`src/rtl/vga_pkg.sv`:
```
// Shared VGA definitions: pixel/data widths, RGB565 colours, pattern count,
// request-latch state type and a helper for sizing the frame counter.
package vga_pkg;

    localparam int              PIX_W       = 10;
    localparam logic [PIX_W-1:0] PIX_INVALID = 10'h3ff;
    localparam int              DATA_W      = 16;

    localparam logic [DATA_W-1:0] RGB_RED   = 16'hF800;
    localparam logic [DATA_W-1:0] RGB_GREEN = 16'h07E0;
    localparam logic [DATA_W-1:0] RGB_BLUE  = 16'h001F;
    localparam logic [DATA_W-1:0] RGB_WHITE = 16'hFFFF;
    localparam logic [DATA_W-1:0] RGB_BLACK = 16'h0000;

    localparam int NUM_PAT = 4;
    localparam int SEL_W   = 2;

    // Pending-advance latch: IDLE = nothing requested, PEND = advance at next frame start
    typedef enum logic [0:0] {
        IDLE = 1'b0,
        PEND = 1'b1
    } req_state_t;

    // Frame counter width: clog2 of the hold length, never below one bit
    function automatic int cnt_width(input int hold);
        int w;
        w = $clog2(hold);
        return (w < 1) ? 1 : w;
    endfunction

endpackage

```
`src/rtl/vga_frame_tick.sv`:
```
// Frame-start detection, registered frame_start pulse and the auto-advance
// frame counter. The counter only moves on the frame-start cycle.
module vga_frame_tick
    import vga_pkg::*;
#(
    parameter int HOLD_FRAMES = 60
) (
    input  logic             clk,
    input  logic             rst_n,
    input  logic [PIX_W-1:0] i_pix_x,
    input  logic [PIX_W-1:0] i_pix_y,
    input  logic             i_auto_en,
    input  logic             i_advance,
    output logic             o_fs,
    output logic             o_auto_expire,
    output logic             o_frame_start
);

    localparam int               CNT_W    = cnt_width(HOLD_FRAMES);
    localparam logic [CNT_W-1:0] CNT_LAST = CNT_W'(HOLD_FRAMES - 1);

    logic             w_fs;
    logic [CNT_W-1:0] r_frame_cnt;
    logic             r_frame_start;

    // Pixel (0,0) is presented exactly once per frame
    assign w_fs          = (i_pix_x == '0) && (i_pix_y == '0);
    assign o_fs          = w_fs;
    assign o_auto_expire = i_auto_en && (r_frame_cnt == CNT_LAST);
    assign o_frame_start = r_frame_start;

    // frame_start lines up with the source data for pixel (0,0)
    always_ff @(posedge clk or negedge rst_n) begin
        if (!rst_n) begin
            r_frame_start <= 1'b0;
        end else begin
            r_frame_start <= w_fs;
        end
    end

    // Count frames shown with the current pattern; restart on advance or when auto is off
    always_ff @(posedge clk or negedge rst_n) begin
        if (!rst_n) begin
            r_frame_cnt <= '0;
        end else if (w_fs) begin
            if (i_advance || !i_auto_en) begin
                r_frame_cnt <= '0;
            end else begin
                r_frame_cnt <= r_frame_cnt + CNT_W'(1);
            end
        end
    end

endmodule

```
`src/rtl/vga_pattern_sequencer.sv`:
```
// Chooses one of four test-pattern sources for the RGB565 pixel bus. The
// selection only changes on frame start so a switch never tears mid-frame.
module vga_pattern_sequencer
    import vga_pkg::*;
#(
    parameter int HOLD_FRAMES = 60
) (
    input  logic              clk,
    input  logic              rst_n,
    input  logic [PIX_W-1:0]  i_pix_x,
    input  logic [PIX_W-1:0]  i_pix_y,
    input  logic              i_key_next,
    input  logic              i_auto_en,
    input  logic [DATA_W-1:0] i_src0_data,
    input  logic [DATA_W-1:0] i_src1_data,
    input  logic [DATA_W-1:0] i_src2_data,
    input  logic [DATA_W-1:0] i_src3_data,
    output logic [DATA_W-1:0] o_pix_data,
    output logic [SEL_W-1:0]  o_pat_sel,
    output logic              o_frame_start
);

    req_state_t        r_state;
    req_state_t        w_state_next;
    logic              w_fs;
    logic              w_auto_expire;
    logic              w_advance;
    logic              w_vis;
    logic              r_vis_d;
    logic [SEL_W-1:0]  r_pat_sel;
    logic [DATA_W-1:0] r_pix_data;
    logic [DATA_W-1:0] w_src [NUM_PAT];

    assign w_src[0] = i_src0_data;
    assign w_src[1] = i_src1_data;
    assign w_src[2] = i_src2_data;
    assign w_src[3] = i_src3_data;

    vga_frame_tick #(
        .HOLD_FRAMES (HOLD_FRAMES)
    ) u_frame_tick (
        .clk           (clk),
        .rst_n         (rst_n),
        .i_pix_x       (i_pix_x),
        .i_pix_y       (i_pix_y),
        .i_auto_en     (i_auto_en),
        .i_advance     (w_advance),
        .o_fs          (w_fs),
        .o_auto_expire (w_auto_expire),
        .o_frame_start (o_frame_start)
    );

    // A latched request, a key on the frame-start cycle itself and an auto
    // expiry all collapse into a single advance
    assign w_advance = w_fs && ((r_state == PEND) || i_key_next || w_auto_expire);
    assign w_vis     = (i_pix_x != PIX_INVALID) && (i_pix_y != PIX_INVALID);

    // Request latch: hold a mid-frame key until the next frame start
    always_comb begin
        w_state_next = r_state;
        case (r_state)
            IDLE: begin
                if (i_key_next && !w_fs) begin
                    w_state_next = PEND;
                end
            end
            PEND: begin
                if (w_advance) begin
                    w_state_next = IDLE;
                end
            end
            default: w_state_next = IDLE;
        endcase
    end

    // Request latch state register
    always_ff @(posedge clk or negedge rst_n) begin
        if (!rst_n) begin
            r_state <= IDLE;
        end else begin
            r_state <= w_state_next;
        end
    end

    // Step the pattern on advance; the 2-bit counter wraps 3 -> 0 naturally
    always_ff @(posedge clk or negedge rst_n) begin
        if (!rst_n) begin
            r_pat_sel <= '0;
        end else if (w_advance) begin
            r_pat_sel <= r_pat_sel + SEL_W'(1);
        end
    end

    // Delay visibility one cycle to match the registered sources, then mux
    always_ff @(posedge clk or negedge rst_n) begin
        if (!rst_n) begin
            r_vis_d    <= 1'b0;
            r_pix_data <= '0;
        end else begin
            r_vis_d    <= w_vis;
            r_pix_data <= r_vis_d ? w_src[r_pat_sel] : '0;
        end
    end

    assign o_pix_data = r_pix_data;
    assign o_pat_sel  = r_pat_sel;

endmodule

```
`config.mk`:
```
export PLATFORM = sky130hd
export DESIGN_NAME = vga_pattern_sequencer
export DESIGN_NICKNAME = d
export VERILOG_FILES = /design/src/rtl/vga_pkg.sv /design/src/rtl/vga_frame_tick.sv /design/src/rtl/vga_pattern_sequencer.sv
export SDC_FILE = /design/constraint.sdc
export NUM_CORES = 1
export LEC_CHECK = 0
export ABC_AREA = 1
export ABC_CLOCK_PERIOD_IN_PS = 2000
export CORE_UTILIZATION = 40
export CTS_CLUSTER_SIZE = 10
export DETAILED_ROUTE_END_ITERATION = 7
export PLACE_DENSITY_LB_ADDON = 0.05
export SLEW_MARGIN = 40
export SYNTH_ARGS = -nofsm -noshare
export SYNTH_HDL_FRONTEND = slang
export SYNTH_SLANG_ARGS = --single-unit
```
`constraint.sdc`:
```
create_clock -name clk -period 2 [get_ports clk]
set_input_delay 0.4 -clock clk [delete_from_list [all_inputs] [get_ports clk]]
set_output_delay 0.4 -clock clk [all_outputs]
set_load 0.01 [all_outputs]
```
After elaboration in Yosys (flattened, before gate mapping)
Index checks and enable logic that the tools add are counted.

storage, ports and cells
  RAM bits = 0
  output and inout port bits = 19
  latch bits = 0
  bits in read-only memories = 0
  memories = 0
  word-level logic and storage cells = 34
  bits in registers = 27
  input port bits = 88

operators by class
  magnitude comparators = 1
  eq/ne operators = 3
  divide/modulo/power cells = 0
  shifts and indexed selects = 0
  mux-type cells = 8
  multiply operators = 0
  bitwise operators = 2
  reductions and logical operators = 12
  add/subtract/negate cells = 2

operator list
  cell                    count
  $mux W16                3
  $bmux W16 S2            1
  $logic_not A10 Y1       2
  $ne A10 B10 Y1 const B  2
  $add A6 B1 Y6 const B   1
  $eq A6 B6 Y1 const B    1
  $mux W6                 1
  $logic_and A1 B1 Y1     5
  $ge A3 B3 Y1 const B    1
  $logic_or A1 B1 Y1      3
  $not A2 Y3              1
  $add A2 B1 Y2 const B   1
  $logic_not A1 Y1        2
  $mux W1                 2
  $pmux W1 S2             1
  $not A1 Y1              1

Longest topological paths before layout
  word-level depth = 6
  mapped depth = 8
  gate-level depth less buffers = 8

Modules after synthesis
A second synthesis with hierarchy kept.

unflattened totals
  cells, all modules = 314
  area total of the unflattened synthesis = 1988.2 um^2

modules (own cells, without submodules)
  module                 cells each  area each (um^2)  instances  seq. area each (um^2)
  vga_pattern_sequencer  242         1486.4            1          500.5
  vga_frame_tick         72          501.7             1          175.2

Worst setup path after synthesis
OpenSTA, ideal clock, no wires.

  kind = register to register
  start = register u_frame_tick.r_frame_cnt[0]
  end = register u_frame_tick.r_frame_cnt[5]
  arrival time = 1.173 ns
  setup time = 0.065 ns
  period minus slack after synthesis = 1.238 ns
  stages on the path, launching flop included = 9
  data required time = 1.935 ns
  setup slack = 0.762 ns
  path buffers = 0
  cell sequence = dfrtp_1 ha_1 nand2_1 inv_1 nand3_1 nand3_2 inv_2 nand4_1 nand2_1

on the way
  longest elaborated chain between the ends = 6
  elaborated cells between the ends (all ways) = 7
  classes of those cells = add/sub: 1; eq/ne: 1; mux: 1; reduce/logical: 4

RTL lines
  element                                                line                  RTL
  start, declared                                        vga_frame_tick.sv:23  logic [CNT_W-1:0] r_frame_cnt;
  start signal, assigned                                 vga_frame_tick.sv:49  r_frame_cnt <= r_frame_cnt + CNT_W'(1);
  branches (longest 5 deep; another with $add A6 B1 Y6)  -
  $mux W6 (*)                                            vga_frame_tick.sv:46  if (i_advance || !i_auto_en) begin

Mark *: on every way between the ends.
A chain may end at the register's enable or synchronous reset.

Worst setup path in the final report
  start = register r_pat_sel[0] (netlist: o_pat_sel[0])
  end = output port o_pat_sel[0]

RTL lines
  element                 line                         RTL
  start, declared         vga_pattern_sequencer.sv:30  logic [SEL_W-1:0] r_pat_sel;
  start signal, assigned  vga_pattern_sequencer.sv:90  r_pat_sel <= r_pat_sel + SEL_W'(1);
  end, declared           vga_pattern_sequencer.sv:19  output logic [SEL_W-1:0] o_pat_sel,

No word-level cell between the ends.

==> results.yml <==
route:
  vias: 1857
  post-route-drc-count: 0
  wl_mm: 4.74
  ant_nets: 0
  vias_per_cell: 4.75
  drt_first_iter_violations: 68
  dr.pass1.iters: 4
  avgRoutedWirePerCell_um: 12.1
clock_network:
  clk_path_buf_depth: 2
  clkTransAtPathRegs_ns: 0.10
  cts-buffers-inserted: 3
  tritoncts: "done"
  holdBufCountCts: 0
  postCtsSetupBuffers: 0
  ctsResizeCount: 0
  clkSinkCount: 27
  clk-insertion-delay-late_ns: 0.28
  cts_root_buffer: "clkbuf_8"
  cts-htree-levels: 1
timing:
  min_period_ns: 1.61
  fmax_ghz: 0.621
  setup_viol: 0
  clock_skew_ns: 0.0102
  setup_tns_ns: 0
  holdWs_ns: 0.497
  setup_ws_ns: 0.389
  period_share: 0.805
  drv_slew: 0
  tightest_slew_ns: 0.548
  max_slew_margin: 0.635
  grt_setup_unrepaired: "false"
  hold_viol_final: 0
die:
  die_h_um: 67.1
  initial_core_util: 0.421
  die_x_um: 67.1
  rows: 23
  die_area_um2: 4510
  io_pins: 107
  core_area_um2: 4030
place:
  place.gp.congestion: 0.826
  dp_hpwl_mm: 3.48
  place_inst: 387
  io_buffers: 106
  post-place-ws_ns: 0.265
critical_path:
  required_ns: 1.60
  critPathLaunchType: "flip-flop"
  critPathTopFamily: "buffers and inverters"
  critPathBufInv: 1
  rr_worst_depth: 4
  worstSetupEndpointType: "output port"
  arrival_ns: 1.21
  r2r-end: "o_pix_data[15]$_DFF_PN0_"
  critical_path.cell_chain: "clkdlybuf4s50_1"
  slowest_stage: "clkdlybuf4s50_1"
  r2r-start: "o_pat_sel[0]$_DFFE_PN0P_"
  slowest_delay_ns: 0.55
  path_max_fanout: 3
  rrSetupSlack_ns: 0.52
  critical_path_class: "flip-flop to output port"
synth:
  yosys.cell_types.count: 27
  synth_nets: 327
  ys_ff_latch: 27
  synth_cells: 238
  synth-simple-area-share: 0.332
  synth_area_per_cell_um2: 7.13
  synth-compound-area-share: 0.154
  synth_top_family_by_area: "simple AND/OR/NAND/NOR gates"
  ys_seq_area_frac: 0.398
  synthMuxAreaShare: 0
  synth_adder_area_share: 0.00737
  synthXorXnorAreaFrac: 0.0206
  syn_area_um2: 1700
  synth_warnings: 0
layout:
  multi_input_area_um2: 872
  drive_gt1_frac: 0.0616
  layout_commonest_cell: "clkdlybuf4s50_1"
  layout_common_cells: "clkdlybuf4s50_1 (106), nor2_1 (74), dfrtp_1 (27), nand2_1 (26), o21ai_0 (22)"
  area_growth_pct: 65.9
  seq_area_um2: 676
  nNetsFinal: 431
  stdcell_count: 391
  fill_cells: 376
  antenna_cells: 0
  fin_util: 0.698
global_routing:
  grt_max_degree: 34
  grt_pass1_wl_mm: 7.20
  antenna_found_initial: 0
  grt_pass1_vias: 1686
  grt_usage: 0.211
  grt-ovfl-total: 0
job:
  drv_cap: 0
pwr:
  ir_drop_mv: 0.234
  p_per_area_nw_per_um2: 415
  leakage_nw: 1.25
status:
  status: "finished, final reports clean"
worst_hold_path:
  hold_path_class: "input port to asynchronous set/reset pin"
-- flip-flops by register name, indices dropped and copies added (netlist names) --
signal,count
o_pix_data,16
u_frame_tick.r_frame_cnt,6
o_pat_sel,2
r_state,1
r_vis_d,1
u_frame_tick.o_frame_start,1
-- cell type report --
type / count / share of cell area
repair buffers: 110 / 0.388
multi-input cells: 183 / 0.310
flip-flops and latches: 27 / 0.240
inverters: 17 / 0.0227
well taps: 50 / 0.0222
clock buffers: 3 / 0.0147
clock inverters: 1 / 0.00267
-- how the worst max path moves through the flow --
stage | startpoint | endpoint | slack [ns] | depth (start not counted)
global placement | i_pix_y[1] | o_pat_sel[1]$_DFFE_PN0P_ | 0.28 | 9
detailed placement | i_pix_x[9] | o_pat_sel[1]$_DFFE_PN0P_ | 0.26 | 9
floorplan | u_frame_tick.r_frame_cnt[0]$_DFFE_PN0P_ | u_frame_tick.r_frame_cnt[5]$_DFFE_PN0P_ | 0.76 | 8
CTS | o_pat_sel[0]$_DFFE_PN0P_ | o_pat_sel[0] | 0.38 | 1
global route | o_pat_sel[1]$_DFFE_PN0P_ | o_pat_sel[1] | 0.35 | 1
finish | o_pat_sel[0]$_DFFE_PN0P_ | o_pat_sel[0] | 0.39 | 1
-- kinds of logic (layout without fill, tap and decap cells) --
kind of cell,count (synthesis),in the layout
xor+xnor,4,4
flops,27,27
fa+ha+maj,1,1
buf+inv,28,131
simple gates,127,127
compound gates,51,51
-- layer usage --
layer | GRT usage | share of wire | up-vias | wire length (um)
li1 | - | - | 981 | -
met1 | 0.243 | 0.42 | 820 | 1980
met2 | 0.393 | 0.51 | 52 | 2410
met3 | 0.0274 | 0.064 | 4 | 305
met4 | 0.0745 | 0.012 | 0 | 55
met5 | 0 | 0 | - | 0
-- power by group --
part / leakage [nW] / internal, mW / total (mW) / switching, mW
Sequential: 0.330 / 0.562 / 0.566 / 0.00385
Combinational: 0.897 / 0.199 / 0.280 / 0.0817
Clock: 0.0217 / 0.141 / 0.320 / 0.179
Total: 1.25 / 0.902 / 1.17 / 0.265
-- cell usage after synthesis (all sizes together) --
library cell	count	area share
a21oi	16	0.047
buf	6	0.026
clkbuf	5	0.024
dfrtp	27	0.40
ha	1	0.0074
inv	17	0.038
nand2	28	0.068
nand3	9	0.029
nand4	11	0.044
nor2	79	0.19
o21ai	34	0.10
o31ai	1	0.0044
xnor2	2	0.010
xor2	2	0.010
-- per-stage QoR --
stage	power [mW]	cell area, um2
2_1_floorplan	0.631	1700
3_3_place_gp	0.856	2770
3_5_place_dp	0.858	2770
4_1_cts	1.18	2810
5_1_grt	1.22	2810
6_report	1.17	2810
Power figures use the tool's default switching activity.
==> edit (same flow settings) <==
One comparison of `r_frame_cnt` changes from == to >=.
--- a/src/rtl/vga_frame_tick.sv
+++ b/src/rtl/vga_frame_tick.sv
@@ -27,5 +27,5 @@
     assign w_fs          = (i_pix_x == '0) && (i_pix_y == '0);
     assign o_fs          = w_fs;
-    assign o_auto_expire = i_auto_en && (r_frame_cnt == CNT_LAST);
+    assign o_auto_expire = i_auto_en && (r_frame_cnt >= CNT_LAST);
     assign o_frame_start = r_frame_start;
 
Behaviour: no difference found for any inputs over 10 cycles, from zero or initial values and one cycle with rst_n low; that may be too few to reach the edited logic, so the function may still have changed.
==> edit against the unedited design <==
- worst setup slack improved by 45 ps
- power fell by 2.2%
- routed wire length shrank 5.0%
- die area is 0.15% higher
- sequential power barely moved
- sequential cell count did not move
- area after synthesis grew 0.15%
- cell area rose by 0.18%
- critical endpoint is now o_pix_data[12]
- largest cell class unchanged
==> edit: results (changes against the unedited design) <==
.. list-table::
   :header-rows: 1

   * - Metric
     - Value
   * - Reg2reg end
     - o_pix_data[6] (was o_pix_data[15])
   * - DRC violation total after the first TritonRoute iteration
     - 107 (was 68)
   * - Total global-route track usage
     - 20.20% (was 21.11%)
   * - Compound-cell area share of the yosys netlist
     - 16.05% (was 15.41%)
   * - Max IR drop VDD
     - 0.2687 mV (was 0.2336 mV)
   * - Sequential share of the synthesized area
     - 39.76% (was 39.82%)
   * - Placed Instances
     - 386 (was 387)
   * - Worst setup slack after placement
     - 260.9 ps (was 264.7 ps)
   * - Top cells by instance count after synthesis
     - 74 x sky130_fd_sc_hd__nor2_1, 28 x sky130_fd_sc_hd__nand2_1, 28 x sky130_fd_sc_hd__o21ai_0 (was 74 x sky130_fd_sc_hd__nor2_1, 27 x sky130_fd_sc_hd__dfrtp_1, 26 x sky130_fd_sc_hd__nand2_1)
   * - Routed wl met3
     - 392 µm (was 305 µm)
   * - Met2 wirelength from detailed routing
     - 2125 µm (was 2406 µm)
   * - Result of the run
     - finished clean (unchanged)
   * - Count of fill cells added during filler insertion
     - 365 (was 376)
   * - Final nets
     - 430 (was 431)
   * - Flop2flop setup slack
     - 500 ps (was 520 ps)
   * - Estimated wirelength of the detail-placed design
     - 3439 µm (was 3479 µm)
   * - Final estimated routing congestion in global placement
     - 0.7859 (was 0.8263)
   * - Maximum net fanout on the critical path
     - 1 (was 3)
   * - DP Area
     - 2773 µm² (was 2765 µm²)
   * - Critical Path End
     - o_pix_data[12] (was o_pat_sel[0])
   * - Static leakage power
     - 1.224 nW (was 1.248 nW)
   * - Mean instance size in the synthesized netlist
     - 7.139 µm² (was 7.129 µm²)
   * - Number of distinct library cells after synthesis
     - 28 (was 27)
   * - Met1 layer wirelength in the final routing
     - 1959 µm (was 1976 µm)
   * - Detail-routed net length per standard cell
     - 11.56 µm (was 12.13 µm)
   * - Layout cell share with drive strength beyond 1
     - 7.059% (was 6.158%)
   * - Setup crit start
     - o_pix_data[12] (was o_pat_sel[0])
   * - Global-route wire length before repair
     - 6920 µm (was 7203 µm)
   * - Share of power burned in registers
     - 49.7% (was 48.5%)
   * - Power per cell area
     - 404.8 nW/µm² (was 414.5 nW/µm²)
   * - Vias post-DR
     - 1,865 (was 1,857)
   * - Top cells by area in the synthesized netlist
     - sky130_fd_sc_hd__dfrtp_1 40%, sky130_fd_sc_hd__nor2_1 16%, sky130_fd_sc_hd__o21ai_0 8.2%, sky130_fd_sc_hd__nand2_1 6.2%, sky130_fd_sc_hd__a21oi_1 4.7% (was sky130_fd_sc_hd__dfrtp_1 40%, sky130_fd_sc_hd__nor2_1 16%, sky130_fd_sc_hd__o21ai_0 6.5%, sky130_fd_sc_hd__nand2_1 5.8%, sky130_fd_sc_hd__a21oi_1 4.7%)
edit: cell count changes after synthesis:
cell,delta
sky130_fd_sc_hd__o21ai_1,-7
sky130_fd_sc_hd__o21ai_0,+6
sky130_fd_sc_hd__buf_4,+2
sky130_fd_sc_hd__clkbuf_8,-2
sky130_fd_sc_hd__inv_1,-2
sky130_fd_sc_hd__nand2_1,+2
sky130_fd_sc_hd__nand3_1,-2
sky130_fd_sc_hd__nor2_2,+2
sky130_fd_sc_hd__a21oi_4,+1
sky130_fd_sc_hd__nand3_2,-1
sky130_fd_sc_hd__nor2_4,+1
sky130_fd_sc_hd__or2_4,+1
sky130_fd_sc_hd__xor2_1,-1
edit: layout make-up:
cell class | count | area (µm²) | area share (%)
clock inverters | 1 | 5.005 | 0.1775
flip-flops and latches | 27 | 675.6 | 23.97
multi-input cells | 185 | 894.6 | 31.74
clock buffers | 3 | 41.29 | 1.465
well taps | 50 | 62.56 | 2.219
repair buffers | 109 | 1084 | 38.44
inverters | 15 | 56.30 | 1.997
